$ cat config.mk
export PLATFORM = sky130hd
export DESIGN_NAME = tinyqv_mem_arbiter
export DESIGN_NICKNAME = d
export VERILOG_FILES = /design/src/rtl/tinyqv_mem_arbiter.sv
export SDC_FILE = /design/constraint.sdc
export NUM_CORES = 1
export LEC_CHECK = 0
export ABC_CLOCK_PERIOD_IN_PS = 2100
export BUFFER_PORTS_ARGS = -buffer_cell sky130_fd_sc_hd__buf_2
export CORE_ASPECT_RATIO = 0.5
export CORE_MARGIN = 5
export CORE_UTILIZATION = 42
export DETAILED_ROUTE_END_ITERATION = 16
export HOLD_SLACK_MARGIN = 0.05
export PLACE_DENSITY = 0.8
export SKIP_CTS_REPAIR_TIMING = 1
export SLEW_MARGIN = 20
export SYNTH_ARGS = -nofsm -noshare
export SYNTH_HDL_FRONTEND = slang
export SYNTH_SLANG_ARGS = --single-unit
$ cat constraint.sdc
create_clock -name clk -period 2.1 [get_ports clk]
set_input_delay 0.21 -clock clk [delete_from_list [all_inputs] [get_ports clk]]
set_output_delay 0.21 -clock clk [all_outputs]
set_load 0.05 [all_outputs]
$ cat src/rtl/tinyqv_mem_arbiter.sv
// rtl/tinyqv_mem_arbiter.sv - shares a byte-serial memory backend between instruction streaming and data accesses
module tinyqv_mem_arbiter #(
  parameter int ADDR_BITS = 24
) (
  input  logic                 clk,
  input  logic                 rstn,
  input  logic [ADDR_BITS-1:1] instr_addr,
  input  logic                 instr_fetch_restart,
  input  logic                 instr_fetch_stall,
  output logic                 instr_fetch_started,
  output logic                 instr_fetch_stopped,
  output logic [7:0]           instr_data_in,
  output logic                 instr_ready,
  input  logic [ADDR_BITS-1:0] data_addr,
  input  logic [1:0]           data_write_n,
  input  logic [1:0]           data_read_n,
  input  logic [31:0]          data_out,
  output logic                 data_ready,
  output logic [31:0]          data_in,
  output logic                 mem_start,
  output logic [ADDR_BITS-1:0] mem_addr,
  output logic                 mem_write,
  output logic [2:0]           mem_len,
  output logic                 mem_stop,
  output logic [7:0]           mem_wdata,
  input  logic [7:0]           mem_rdata,
  input  logic                 mem_byte_ready,
  input  logic                 mem_busy
);

  typedef enum logic [2:0] {
    S_IDLE,
    S_INSTR,
    S_STOPPING,
    S_DATA,
    S_DATA_ACK
  } state_t;

  state_t               state_q, state_d;
  logic [1:0]           idx_q, idx_d;
  logic                 mem_start_q, mem_start_d;
  logic [ADDR_BITS-1:0] mem_addr_q, mem_addr_d;
  logic                 mem_write_q, mem_write_d;
  logic [2:0]           mem_len_q, mem_len_d;
  logic                 mem_stop_q, mem_stop_d;
  logic                 started_q, started_d;
  logic                 stopped_q, stopped_d;
  logic                 data_ready_q, data_ready_d;
  logic [31:0]          data_in_q, data_in_d;

  logic       data_req;
  logic       data_wr;
  logic [1:0] data_code;
  logic [2:0] req_len;
  logic       last_byte;
  logic       stream_stop;

  always_comb begin
    data_req  = (data_write_n != 2'b11) || (data_read_n != 2'b11);
    data_wr   = (data_write_n != 2'b11);
    data_code = data_wr ? data_write_n : data_read_n;
    case (data_code)
      2'b00:   req_len = 3'd1;
      2'b01:   req_len = 3'd2;
      default: req_len = 3'd4;
    endcase
    last_byte = ({1'b0, idx_q} == (mem_len_q - 3'd1));
    // started_q marks the first INSTR cycle, where restart is still legitimately high
    stream_stop = data_req || instr_fetch_stall || (instr_fetch_restart && !started_q);
  end

  always_comb begin
    state_d      = state_q;
    idx_d        = idx_q;
    mem_start_d  = 1'b0;
    mem_addr_d   = mem_addr_q;
    mem_write_d  = mem_write_q;
    mem_len_d    = mem_len_q;
    mem_stop_d   = 1'b0;
    started_d    = 1'b0;
    stopped_d    = 1'b0;
    data_ready_d = 1'b0;
    data_in_d    = data_in_q;
    case (state_q)
      S_IDLE: begin
        if (!mem_busy) begin
          if (data_req) begin
            mem_start_d = 1'b1;
            mem_addr_d  = data_addr;
            mem_write_d = data_wr;
            mem_len_d   = req_len;
            idx_d       = 2'd0;
            data_in_d   = 32'h0;
            state_d     = S_DATA;
          end else if (instr_fetch_restart && !instr_fetch_stall) begin
            mem_start_d = 1'b1;
            mem_addr_d  = {instr_addr, 1'b0};
            mem_write_d = 1'b0;
            mem_len_d   = 3'd0;
            started_d   = 1'b1;
            state_d     = S_INSTR;
          end
        end
      end
      S_INSTR: begin
        if (stream_stop) begin
          mem_stop_d = 1'b1;
          state_d    = S_STOPPING;
        end
      end
      S_STOPPING: begin
        // busy is only trusted once the backend has seen the stop pulse
        if (!mem_busy && !mem_stop_q) begin
          stopped_d = 1'b1;
          state_d   = S_IDLE;
        end
      end
      S_DATA: begin
        if (mem_byte_ready) begin
          if (!mem_write_q) begin
            data_in_d[{idx_q, 3'b000} +: 8] = mem_rdata;
          end
          idx_d = idx_q + 2'd1;
          if (last_byte) begin
            data_ready_d = 1'b1;
            state_d      = S_DATA_ACK;
          end
        end
      end
      S_DATA_ACK: state_d = S_IDLE;
      default:    state_d = S_IDLE;
    endcase
  end

  always_ff @(posedge clk) begin
    if (!rstn) begin
      state_q      <= S_IDLE;
      idx_q        <= 2'd0;
      mem_start_q  <= 1'b0;
      mem_addr_q   <= '0;
      mem_write_q  <= 1'b0;
      mem_len_q    <= 3'd0;
      mem_stop_q   <= 1'b0;
      started_q    <= 1'b0;
      stopped_q    <= 1'b0;
      data_ready_q <= 1'b0;
      data_in_q    <= 32'h0;
    end else begin
      state_q      <= state_d;
      idx_q        <= idx_d;
      mem_start_q  <= mem_start_d;
      mem_addr_q   <= mem_addr_d;
      mem_write_q  <= mem_write_d;
      mem_len_q    <= mem_len_d;
      mem_stop_q   <= mem_stop_d;
      started_q    <= started_d;
      stopped_q    <= stopped_d;
      data_ready_q <= data_ready_d;
      data_in_q    <= data_in_d;
    end
  end

  assign mem_start           = mem_start_q;
  assign mem_addr            = mem_addr_q;
  assign mem_write           = mem_write_q;
  assign mem_len             = mem_len_q;
  assign mem_stop            = mem_stop_q;
  assign mem_wdata           = data_out[{idx_q, 3'b000} +: 8];
  assign instr_fetch_started = started_q;
  assign instr_fetch_stopped = stopped_q;
  assign data_ready          = data_ready_q;
  assign data_in             = data_in_q;
  assign instr_data_in       = (state_q == S_INSTR) ? mem_rdata : 8'h00;
  assign instr_ready         = (state_q == S_INSTR) && mem_byte_ready && !instr_fetch_stall &&
                               !started_q && !instr_fetch_restart;

endmodule

* After elaboration in Yosys (flattened, before gate mapping)
Cells that the tools add are included.
** Storage, ports and cells
- Flip-flop bits (word level) :: 70
- Input port bits :: 97
- Output and inout port bits :: 82
- Word-level logic and storage cells :: 95
** Operators by class
- $add $sub $neg :: 3
- Equal/unequal tests :: 15
- Shift operators :: 3
- Muxes and demuxes :: 32
- Bitwise logic cells :: 3
- Reductions and logical operators :: 28
** Operators with widths (number)
- 32-bit 2-to-1 mux :: 4
- 32-bit one-hot mux with 2 select lines :: 1
- 24-bit 2-to-1 mux :: 2
- 32-bit bitwise mux :: 1
- 8-bit by 7-bit variable shift with 32-bit output (first input constant) :: 1
- 32-bit by 6-bit indexed part select with 8-bit output :: 1
- 8-bit by 7-bit indexed part select with 32-bit output :: 1
- 3-bit 2-to-1 mux :: 9
- 2-bit inequality test (second input constant) :: 9
- 3-bit one-hot mux with 4 select lines :: 1
- 2-bit 2-to-1 mux :: 4
- 8-bit 2-to-1 mux :: 1
- 1-bit logical AND :: 7
- 1-bit 2-to-1 mux :: 7
- 5-bit negator with 7-bit output :: 1
- 3-bit by 2-bit == test with 1-bit output (second input constant) :: 2
- 3-bit one-hot mux with 2 select lines :: 1
- 3-bit AND reduction :: 2
- 6-bit AND reduction :: 1
- 1-bit logical NOT :: 5
- 5-bit AND reduction :: 1
- 2-bit one-hot mux with 2 select lines :: 1
- 2-bit AND reduction :: 2
- 4-bit AND reduction :: 1
- other kinds (13) :: 18

* Depth between registers and ports, before layout
Gate-level depths: netlist (run 1).
- Depth in word-level cells :: 6
- Mapped depth :: 7
- Mapped depth without buffers :: 6

* Worst setup path before layout (run 1)
Ideal clock, no wire load.
- Path type :: reg2reg
- Start :: register idx_q[1]
- End :: register data_in_q[24] (netlist: data_in[24])
- Library setup time :: 0.072 ns
- Arrival :: 1.937 ns
- Required time :: 2.028 ns
- Slack :: 0.092 ns
- Cell stages (with the launch flop) :: 7
- Path buffers :: 1
- Clock period less this slack :: 2.008 ns
- Path through :: dfxtp_1 > clkbuf_1 > inv_1 > ha_1 > nor3_1 > nand3_1 > mux2i_1
** On the way
- Cells in the longest elaborated chain, start to end :: 6
- Elaborated cells on any way between the ends :: 7
- Classes of those cells :: add/sub: 1; shift: 2; mux: 4
** RTL lines
- start, declared :: RTL line 40 : logic [1:0] idx_q, idx_d;
- start signal, assigned :: RTL line 150 : idx_q <= idx_d;
- 5-bit negator with 7-bit output (*) :: RTL line 121 : data_in_d[{idx_q, 3'b000} +: 8] = mem_rdata;
- 8-bit by 7-bit indexed part select with 32-bit output or 8-bit by 7-bit variable shift with 32-bit output (tied branches) :: RTL line 121
- 32-bit bitwise mux (*) :: RTL line 121
- 32-bit 2-to-1 mux (*) :: RTL line 120 : if (!mem_write_q) begin
- 32-bit 2-to-1 mux (*) :: RTL line 119 : if (mem_byte_ready) begin
- 32-bit one-hot mux with 2 select lines (*) :: RTL line 84 : case (state_q)
- end signal, assigned :: RTL line 159 : data_in_q <= data_in_d;
- end, declared :: RTL line 49 : logic [31:0] data_in_q, data_in_d;
Mark *: on every way between the ends. The rest lies on a longest branch, timed or not. The select of a mux whose other input is x is not followed.
A chain may end at the register's enable or synchronous reset.

* Worst setup path in the final report (run 1)
- Start :: register state_q[0]
- End :: output port instr_data_in[7]
** On the way
- Cells in the longest elaborated chain, start to end :: 2
** RTL lines
- start, declared :: RTL line 39 : state_t state_q, state_d;
- start signal, assigned :: RTL line 149 : state_q <= state_d;
- 3-bit by 1-bit == test with 1-bit output :: RTL line 173 : assign instr_data_in = (state_q == S_INSTR) ? mem_rdata : 8'h00;
- 8-bit 2-to-1 mux :: RTL line 173
- end, declared :: RTL line 12 : output logic [7:0] instr_data_in,
No other way between the ends.

==> run summary, run 1 <==
DR WL/cell -> 15.2 microns
HP Start -> data_write_n[1]
Initial antenna violation count -> 1
CTS Root Cell -> clkbuf_16
R2R cell count -> 4
Slowest cell on the critical path -> dfxtp_2
Share of cells above drive strength 1 -> 42.2%
Final slew viol count -> 0
Die Wd -> 140 microns
Placed wire-length estimate -> 7.71 mm
Max clock buf depth -> 2
CTS tree -> yes
CP Class -> flip-flop to output pin
Hold depth -> 2
Worst R2R Setup Slack -> 0.29 ns
Startpoint class of the critical path -> flip-flop
Initial Util -> 43.9%
Minimum clock period -> 1.97 ns
Max frequency -> 0.507 GHz
Async S/R FF share, synth -> 0%
DP Worst Slack -> 0.292 ns
Hold Crit Class -> input pin to flip-flop
Post-placement cell area -> 0.00460 sq mm
Die Y -> 75.2 microns
Vias -> 3305
Crit. End Element -> output pin
Die ar. -> 0.0106 sq mm
# rows -> 23
RSZ-0062 raised after global routing -> no
Reg-to-Reg Start -> state_q[1]
Slew @ Worst Pin -> 0.535 ns
I/O pin count -> 179
Layout Skew -> 0.00517 ns
EDFF count, synth -> 0
R2r endpoint -> data_in[18]
Worst stage delay on the critical path -> 0.47 ns
Post-route design area -> 0.00491 sq mm
Vias in the first global route -> 3181
Port Buf Inserts -> 178
Final Wtd Congestion -> 0.743
Vias per cell -> 5.01
Total GRT Usage -> 19.1%
Most common cell after layout, fill and taps aside -> buf_2
Post-Route WL -> 10.0 mm
Peak supply drop -> 567 uV
H-tree depth -> 3
Clock tree sinks -> 70
Syn Inst Count -> 368
Final hold vios -> 0
CP Cell Sequence -> inv_1 > nor3_1 > buf_4 > and2_1 > buf_2
Layout Cells excl Fill -> 660
Status -> finished clean
CP bufs+invs -> 3
Pre-antenna DRT Iters -> 4
Detail Route Antenna Nets -> 0
Initial drt markers -> 170
Delay-heaviest family, CP -> buffers and inverters
Critical Path RT -> 1.89 ns
Final Power -> 5.43 mW
CTS clk-pin slew, worst paths -> 0.06 ns
Syn nets -> 471
Final Setup Violations -> 0
Syn Area/Cell -> 9.71 sq um
Core area -> 0.00814 sq mm
Ys flop type -> dfxtp_1
Seq/Total Area, Yosys -> 39.2%
Overflow after GRT -> 0
Slew Limit Headroom -> 63.8%
WHS Endpoint -> mem_write
FILL cells -> 711
Ant. Diodes -> 0
Number of remaining DRC errors -> 0
Most frequent cells in the layout -> 178 x buf_2, 69 x dfxtp_1, 56 x mux2i_1, 43 x nand2_1, 33 x nand3_1
Cell Area, Synth -> 0.00357 sq mm
Setup WS post-layout -> 0.127 ns
Cell total after placement -> 645
First-pass GRT wire length -> 16.0 mm
Clk Latency, worst-skew pair -> 0.33 ns
Leak -> 2.39 nW
Arrival time at the worst endpoint -> 1.76 ns
Max cap viols -> 0
Nets@finish -> 647
Largest net degree at the start of global routing -> 50
Final Util -> 60.3%
Critical path fanouts, max -> 11
Final Cycle Share -> 93.9%
Yosys Warn Count -> 0
Post-synth cell types -> 47
Area growth syn-to-layout -> 37.4%
CTS buffer count -> 9
Pwr Density -> 1110 mW/mm^2
Yosys reg bits -> 70
[report_power, final]
group          leakage (nW)  switching [mW]  internal [mW]  total [mW]
registers             0.571           0.137           1.50        1.64
logic                  1.67            1.47          0.738        2.20
clock network         0.155           0.554           1.03        1.59
total                  2.39            2.16           3.27        5.43
[worst max-delay path by stage]
stage	start	cells past startpoint	slack [ns]	endpoint
floorplan	idx_q[1]	6	0.09	data_in[24]
global placement	state_q[0]	5	0.34	instr_data_in[7]
detailed placement	state_q[0]	5	0.29	instr_data_in[3]
CTS	state_q[0]	5	-0.06	instr_data_in[3]
global route	state_q[0]	5	0.0008	instr_data_in[6]
finish	state_q[0]	5	0.13	instr_data_in[7]
[metrics by stage]
stage | hold slack [ns] | TNS [ns]
after detailed placement | 0.444 | 0
after global placement | 0.443 | 0
final | 0.110 | 0
after CTS | 0.0999 | -0.472
after global routing | 0.145 | 0
after floorplan | 0.319 | 0
[state kept, by name (all words and copies together) (netlist names)]
signal / flops
data_in: 32
data_ready: 1
idx_q: 2
instr_fetch_started: 1
instr_fetch_stopped: 1
mem_addr: 24
mem_len: 3
mem_start: 1
mem_stop: 1
mem_write: 1
state_q: 3
[cell families (layout without fill, tap and decap cells)]
family | Yosys count | after routing | share of synthesized area, %
flip-flops | 70 | 70 | 39.2
AO/OA/AOI/OAI | 47 | 47 | 11.2
multiplexers | 64 | 64 | 20.7
buffers and inverters | 34 | 214 | 4.52
XOR/XNOR | 3 | 3 | 0.735
adder cells (fa/ha/maj) | 6 | 6 | 2.10
AND/OR/NAND/NOR | 144 | 144 | 21.5
[area by class of cell]
cell class              count  area, sq um  area share [%]
well taps                 112          140            2.85
inverters                   8         30.0           0.612
flip-flops and latches     70         1400            28.6
multi-input cells         264         2010            41.0
repair buffers            191         1010            20.6
clock buffers               9          225            4.59
clock inverters             6         87.6            1.78
[Yosys cell counts, types with 6 or more instances]
library cell   n  area, sq um
nor2_1        29          109
and2_1         8         50.1
a21oi_1        7         35.0
mux4_2         8          180
a211oi_1      23          173
mux2i_1       56          561
buf_2          9         45.0
dfxtp_1       70         1400
nand2_1       43          161
clkbuf_1      13         48.8
ha_1           6         75.1
inv_1          8         30.0
nand3_1       33          165
[per-layer routing]
layer	track usage (%)	up-vias	routed length, microns
met1	24.0	1495	4400
met3	6.22	15	824
met5	0	-	7
met2	31.6	116	4630
li1	-	1677	-
met4	6.34	2	161
Note: power is estimated with default switching activity, not from simulation.
==> run 2, diff against run 1 <==
--- a/config.mk
+++ b/config.mk
@@ -6,13 +6,13 @@
 export NUM_CORES = 1
 export LEC_CHECK = 0
 export ABC_CLOCK_PERIOD_IN_PS = 2100
-export BUFFER_PORTS_ARGS = -buffer_cell sky130_fd_sc_hd__buf_2
 export CORE_ASPECT_RATIO = 0.5
 export CORE_MARGIN = 5
-export CORE_UTILIZATION = 42
+export CORE_UTILIZATION = 50
 export DETAILED_ROUTE_END_ITERATION = 16
+export DONT_BUFFER_PORTS = 1
 export HOLD_SLACK_MARGIN = 0.05
-export PLACE_DENSITY = 0.8
+export PLACE_DENSITY = 0.71
 export SKIP_CTS_REPAIR_TIMING = 1
 export SLEW_MARGIN = 20
 export SYNTH_ARGS = -nofsm -noshare
==> run 2 against run 1 <==
Register-to-register slack worse by 0.04 ns; clock power up 13%; sequential cell count unchanged; combinational power shrank 28%; worst setup slack improved by 0.032 ns.
==> run summary, run 2 (synthesis gave the netlist of run 1 again) <==
First-pass GRT wire length -> 15.0 mm
Largest net degree at the start of global routing -> 71
Die Wd -> 130 microns
Vias in the first global route -> 2882
Area growth syn-to-layout -> 21.4%
Max cap viols -> 0
Layout Skew -> 0.00445 ns
Slew @ Worst Pin -> 0.555 ns
Overflow after GRT -> 0
CP Class -> flip-flop to output pin
DR WL/cell -> 20.5 microns
Multi-input gate area -> 0.00201 sq mm
GR Util met2 -> 35.4%
Initial Util -> 52.5%
FILL cells -> 540
# rows -> 21
Max frequency -> 0.515 GHz
Gr busiest metal -> met2
Ant. Diodes -> 0
Switch share -> 38.4%
Die Y -> 69.8 microns
Clk Latency, worst-skew pair -> 0.33 ns
Arrival time at the worst endpoint -> 1.73 ns
Final Power -> 5.51 mW
DP Worst Slack -> 0.286 ns
Worst stage delay on the critical path -> 0.47 ns
GRT met3 Usage -> 9.31%
Placed wire-length estimate -> 7.29 mm
Core area -> 0.00681 sq mm
CTS buffer count -> 9
Pwr Density -> 1270 mW/mm^2
Minimum clock period -> 1.94 ns
CP Cell Sequence -> inv_1 > nor3_1 > buf_4 > and4b_1 > buf_12
Hold Crit Class -> input pin to flip-flop
Startpoint class of the critical path -> flip-flop
Peak supply drop -> 927 uV
Clock tree sinks -> 70
Critical Path RT -> 1.89 ns
Critical path fanouts, max -> 11
Setup WS post-layout -> 0.159 ns
Port Buf Inserts -> 0
Worst R2R Setup Slack -> 0.25 ns
Final Setup Violations -> 0
Most common cell after layout, fill and taps aside -> dfxtp_1
Switching power -> 2.12 mW
CTS clk-pin slew, worst paths -> 0.06 ns
Die ar. -> 0.00904 sq mm
Leak -> 1.73 nW
Slew Limit Headroom -> 62.5%
Crit. End Element -> output pin
Part of the power in registers -> 38.7%
Share of cells above drive strength 1 -> 17.0%
Initial antenna violation count -> 0
Final Cycle Share -> 92.4%
Final hold vios -> 0
Slowest cell on the critical path -> dfxtp_2
H-tree depth -> 3
CTS tree -> yes
CTS Root Cell -> clkbuf_16
Clock share of power -> 32.5%
Pre-antenna DRT Iters -> 4
Int Pwr -> 3.39 mW
Max reg flops -> 32
RSZ-0062 raised after global routing -> no
Total GRT Usage -> 21.4%
Register area -> 0.00140 sq mm
Max clock buf depth -> 2
Initial drt markers -> 173
Most frequent cells in the layout -> 69 x dfxtp_1, 56 x mux2i_1, 43 x nand2_1, 33 x nand3_1, 29 x nor2_1
I/O pin count -> 179
Status -> finished clean
Final Wtd Congestion -> 0.861
Met1 usage -> 24.3%
Detail Route Antenna Nets -> 0
Nets@finish -> 492
Vias -> 2855
Final slew viol count -> 0
Post-Route WL -> 9.97 mm
Vias per cell -> 5.87
Comb pwr share -> 28.9%
Number of remaining DRC errors -> 0
run 2: worst max-delay path, delay by kind of cell (launching register included):
kind                   cells  cell delay (ns)
buffers and inverters      3             0.50
AND/OR/NAND/NOR            2             0.44
flip-flops                 1             0.47
run 2: path summary, 6_finish.rpt:
kind,start,to,cells past startpoint
max,state_q[0],instr_ready,5
max reg2reg,state_q[1],data_in[21],4
min,mem_rdata[7],data_in[23],2
min reg2reg,mem_stop,instr_fetch_stopped,2
run 2: power groups by stage:
stage	logic, mW	registers [mW]	clock network (mW)
6_report	1.59	2.13	1.79
5_1_grt	1.71	2.15	1.87
4_1_cts	1.57	2.13	1.81
3_5_place_dp	1.56	2.16	0
3_3_place_gp	1.51	2.15	0
2_1_floorplan	1.27	2.13	0
run 2: metrics by stage:
| step | area, sq um | TNS [ns] | std cells | hold slack, ns | util [%] |
|---|---|---|---|---|---|
| finish | 4340 | 0 | 486 | 0.0330 | 63.7 |
| global route | 4340 | 0 | 486 | 0.0508 | 63.7 |
| CTS | 4240 | -0.0156 | 476 | -0.0234 | 62.2 |
| detailed placement | 3880 | 0 | 460 | 0.329 | 57.0 |
| global placement | 3880 | 0 | 460 | 0.327 | 57.0 |
| floorplan | 3570 | 0 | 368 | 0.319 | - |
run 2: metal layers:
layer,vias to the layer above,part of all wire [%],wire length [microns]
met2,128,49,4840
met4,0,1.9,192
met5,-,0,0
li1,1368,-,-
met3,17,11,1060
met1,1342,39,3870
run 2: cell type report:
cell class / instances / share of cell area [%]
Multi-Input combinational cell: 264 / 46.4
Sequential cell: 70 / 32.3
Timing Repair Buffer: 36 / 9.69
Clock buffer: 11 / 5.83
Tap cell: 92 / 2.65
Clock inverter: 5 / 2.42
Inverter: 8 / 0.692
==> run 3, diff against run 2 <==
--- a/config.mk
+++ b/config.mk
@@ -11,6 +11,7 @@
 export CORE_UTILIZATION = 50
 export DETAILED_ROUTE_END_ITERATION = 16
 export DONT_BUFFER_PORTS = 1
+export GPL_TIMING_DRIVEN = 0
 export HOLD_SLACK_MARGIN = 0.05
 export PLACE_DENSITY = 0.71
 export SKIP_CTS_REPAIR_TIMING = 1
==> constraint.sdc (replaced) <==
create_clock -name clk -period 2.1 [get_ports clk]
set_input_delay 0.315 -clock clk [delete_from_list [all_inputs] [get_ports clk]]
set_output_delay 0.315 -clock clk [all_outputs]
set_load 0.05 [all_outputs]
==> run 3 against run 2 <==
Maximum frequency decreased by 4.1%; non-clock buffer count decreased by 6; critical path depth decreased by 2; clock power decreased by 9%; worst setup slack got worse by 0.082 ns; critical path type unchanged; combinational power about the same.
==> run summary, run 3 (synthesis gave the netlist of run 1 again) <==
Slew Limit Headroom -> 59.2%
Final Util -> 60.9%
Clk Latency, worst-skew pair -> 0.33 ns
Final Cycle Share -> 96.4%
Vias in the first global route -> 2989
Placed wire-length estimate -> 7.71 mm
Most common cell after layout, fill and taps aside -> dfxtp_1
Vias -> 2871
Overflow after GRT -> 0
Total GRT Usage -> 22.0%
Setup WS post-layout -> 0.0763 ns
# rows -> 21
First-pass GRT wire length -> 15.6 mm
Clock tree sinks -> 70
CTS Root Cell -> clkbuf_16
Worst R2R Setup Slack -> 0.14 ns
Layout Skew -> 0.00426 ns
Startpoint class of the critical path -> flip-flop
Pre-antenna DRT Iters -> 4
Port Buf Inserts -> 0
Final hold vios -> 0
Leak -> 1.65 nW
DR WL/cell -> 21.0 microns
Max reg flops -> 32
Peak supply drop -> 580 uV
Most frequent cells in the layout -> 69 x dfxtp_1, 56 x mux2i_1, 43 x nand2_1, 33 x nand3_1, 29 x nor2_1
H-tree depth -> 3
Critical path fanouts, max -> 10
Max clock buf depth -> 2
Share of cells above drive strength 1 -> 18.6%
DP Worst Slack -> -0.388 ns
Initial drt markers -> 140
CP Cell Sequence -> buf_6 > buf_8 > mux4_2
Max cap viols -> 0
CTS buffer count -> 9
Die Y -> 69.8 microns
Area growth syn-to-layout -> 16.0%
Arrival time at the worst endpoint -> 1.71 ns
Hold Crit Class -> input pin to flip-flop
CTS tree -> yes
Ant. Diodes -> 0
Detail Route Antenna Nets -> 0
Slowest cell on the critical path -> mux4_2
Number of remaining DRC errors -> 0
Post-Route WL -> 10.1 mm
Slew @ Worst Pin -> 0.611 ns
Worst hold slack -> 0.0863 ns
Largest net degree at the start of global routing -> 13
Nets@finish -> 486
Initial antenna violation count -> 0
I/O pin count -> 179
Crit. End Element -> output pin
Initial Util -> 52.5%
Minimum clock period -> 2.02 ns
Pwr Density -> 1290 mW/mm^2
FILL cells -> 577
Final slew viol count -> 0
Final Wtd Congestion -> 0.813
Vias per cell -> 5.98
Worst stage delay on the critical path -> 0.68 ns
Core area -> 0.00681 sq mm
Die Wd -> 130 microns
Critical Path RT -> 1.78 ns
Final Setup Violations -> 0
Die ar. -> 0.00904 sq mm
Max frequency -> 0.494 GHz
Status -> finished clean
CTS clk-pin slew, worst paths -> 0.06 ns
CP Class -> flip-flop to output pin
## run 3: changes by cell type in the layout (fill, tap and decap cells not counted), sizes merged
cell | before | now
clkinv | 0 | 2
clkbuf | 11 | 21
dlygate4sd3 | 10 | 0
buf | 26 | 19
bufinv | 3 | 2
## run 3: through the flow
stage	total power [mW]	area [sq um]	cells	TNS, ns
after floorplan	3.41	3570	368	0
after detailed placement	3.66	3690	460	-8.95
after global placement	3.62	3690	460	-6.08
final	5.35	4140	480	0
after CTS	5.30	4010	476	-13.68
after global routing	5.56	4140	480	-0.0815
## run 3: final cells by class
class | count | area (sq um) | share of cell area [%]
Multi-Input combinational cell | 264 | 2090 | 50.3
Sequential cell | 70 | 1400 | 33.8
Clock buffer | 10 | 239 | 5.77
Buffer | 26 | 159 | 3.83
Tap cell | 92 | 115 | 2.78
Clock inverter | 6 | 85.1 | 2.05
Inverter | 8 | 30.0 | 0.725
Timing Repair Buffer | 4 | 27.5 | 0.664
## run 3: metal layers
| metal | global-route usage (%) | routed length, microns |
|---|---|---|
| met5 | 0 | 0 |
| met4 | 8.41 | 240 |
| met3 | 10.5 | 1090 |
| met1 | 24.8 | 3950 |
| met2 | 36.0 | 4810 |
## run 3: path summary, 6_finish.rpt
path,start,cells after the start,endpoint
setup / recovery,idx_q[0],3,mem_wdata[7]
hold / removal,data_write_n[1],1,mem_write
setup reg to reg,idx_q[1],8,data_in[10]
hold reg to reg,state_q[0],3,instr_fetch_stopped
## run 3: report_power, final
part | switching (mW) | leakage, nW | total, mW | internal [mW]
clock network | 0.565 | 0.154 | 1.63 | 1.07
registers | 0.649 | 0.571 | 2.15 | 1.50
logic | 0.946 | 0.928 | 1.57 | 0.621
total | 2.16 | 1.65 | 5.35 | 3.19
## run 3: critical path, delay by kind of cell, from the launching register on
family	cells	cell delay, ns
flops	1	0.37
mux	1	0.68
buf+inv	2	0.31
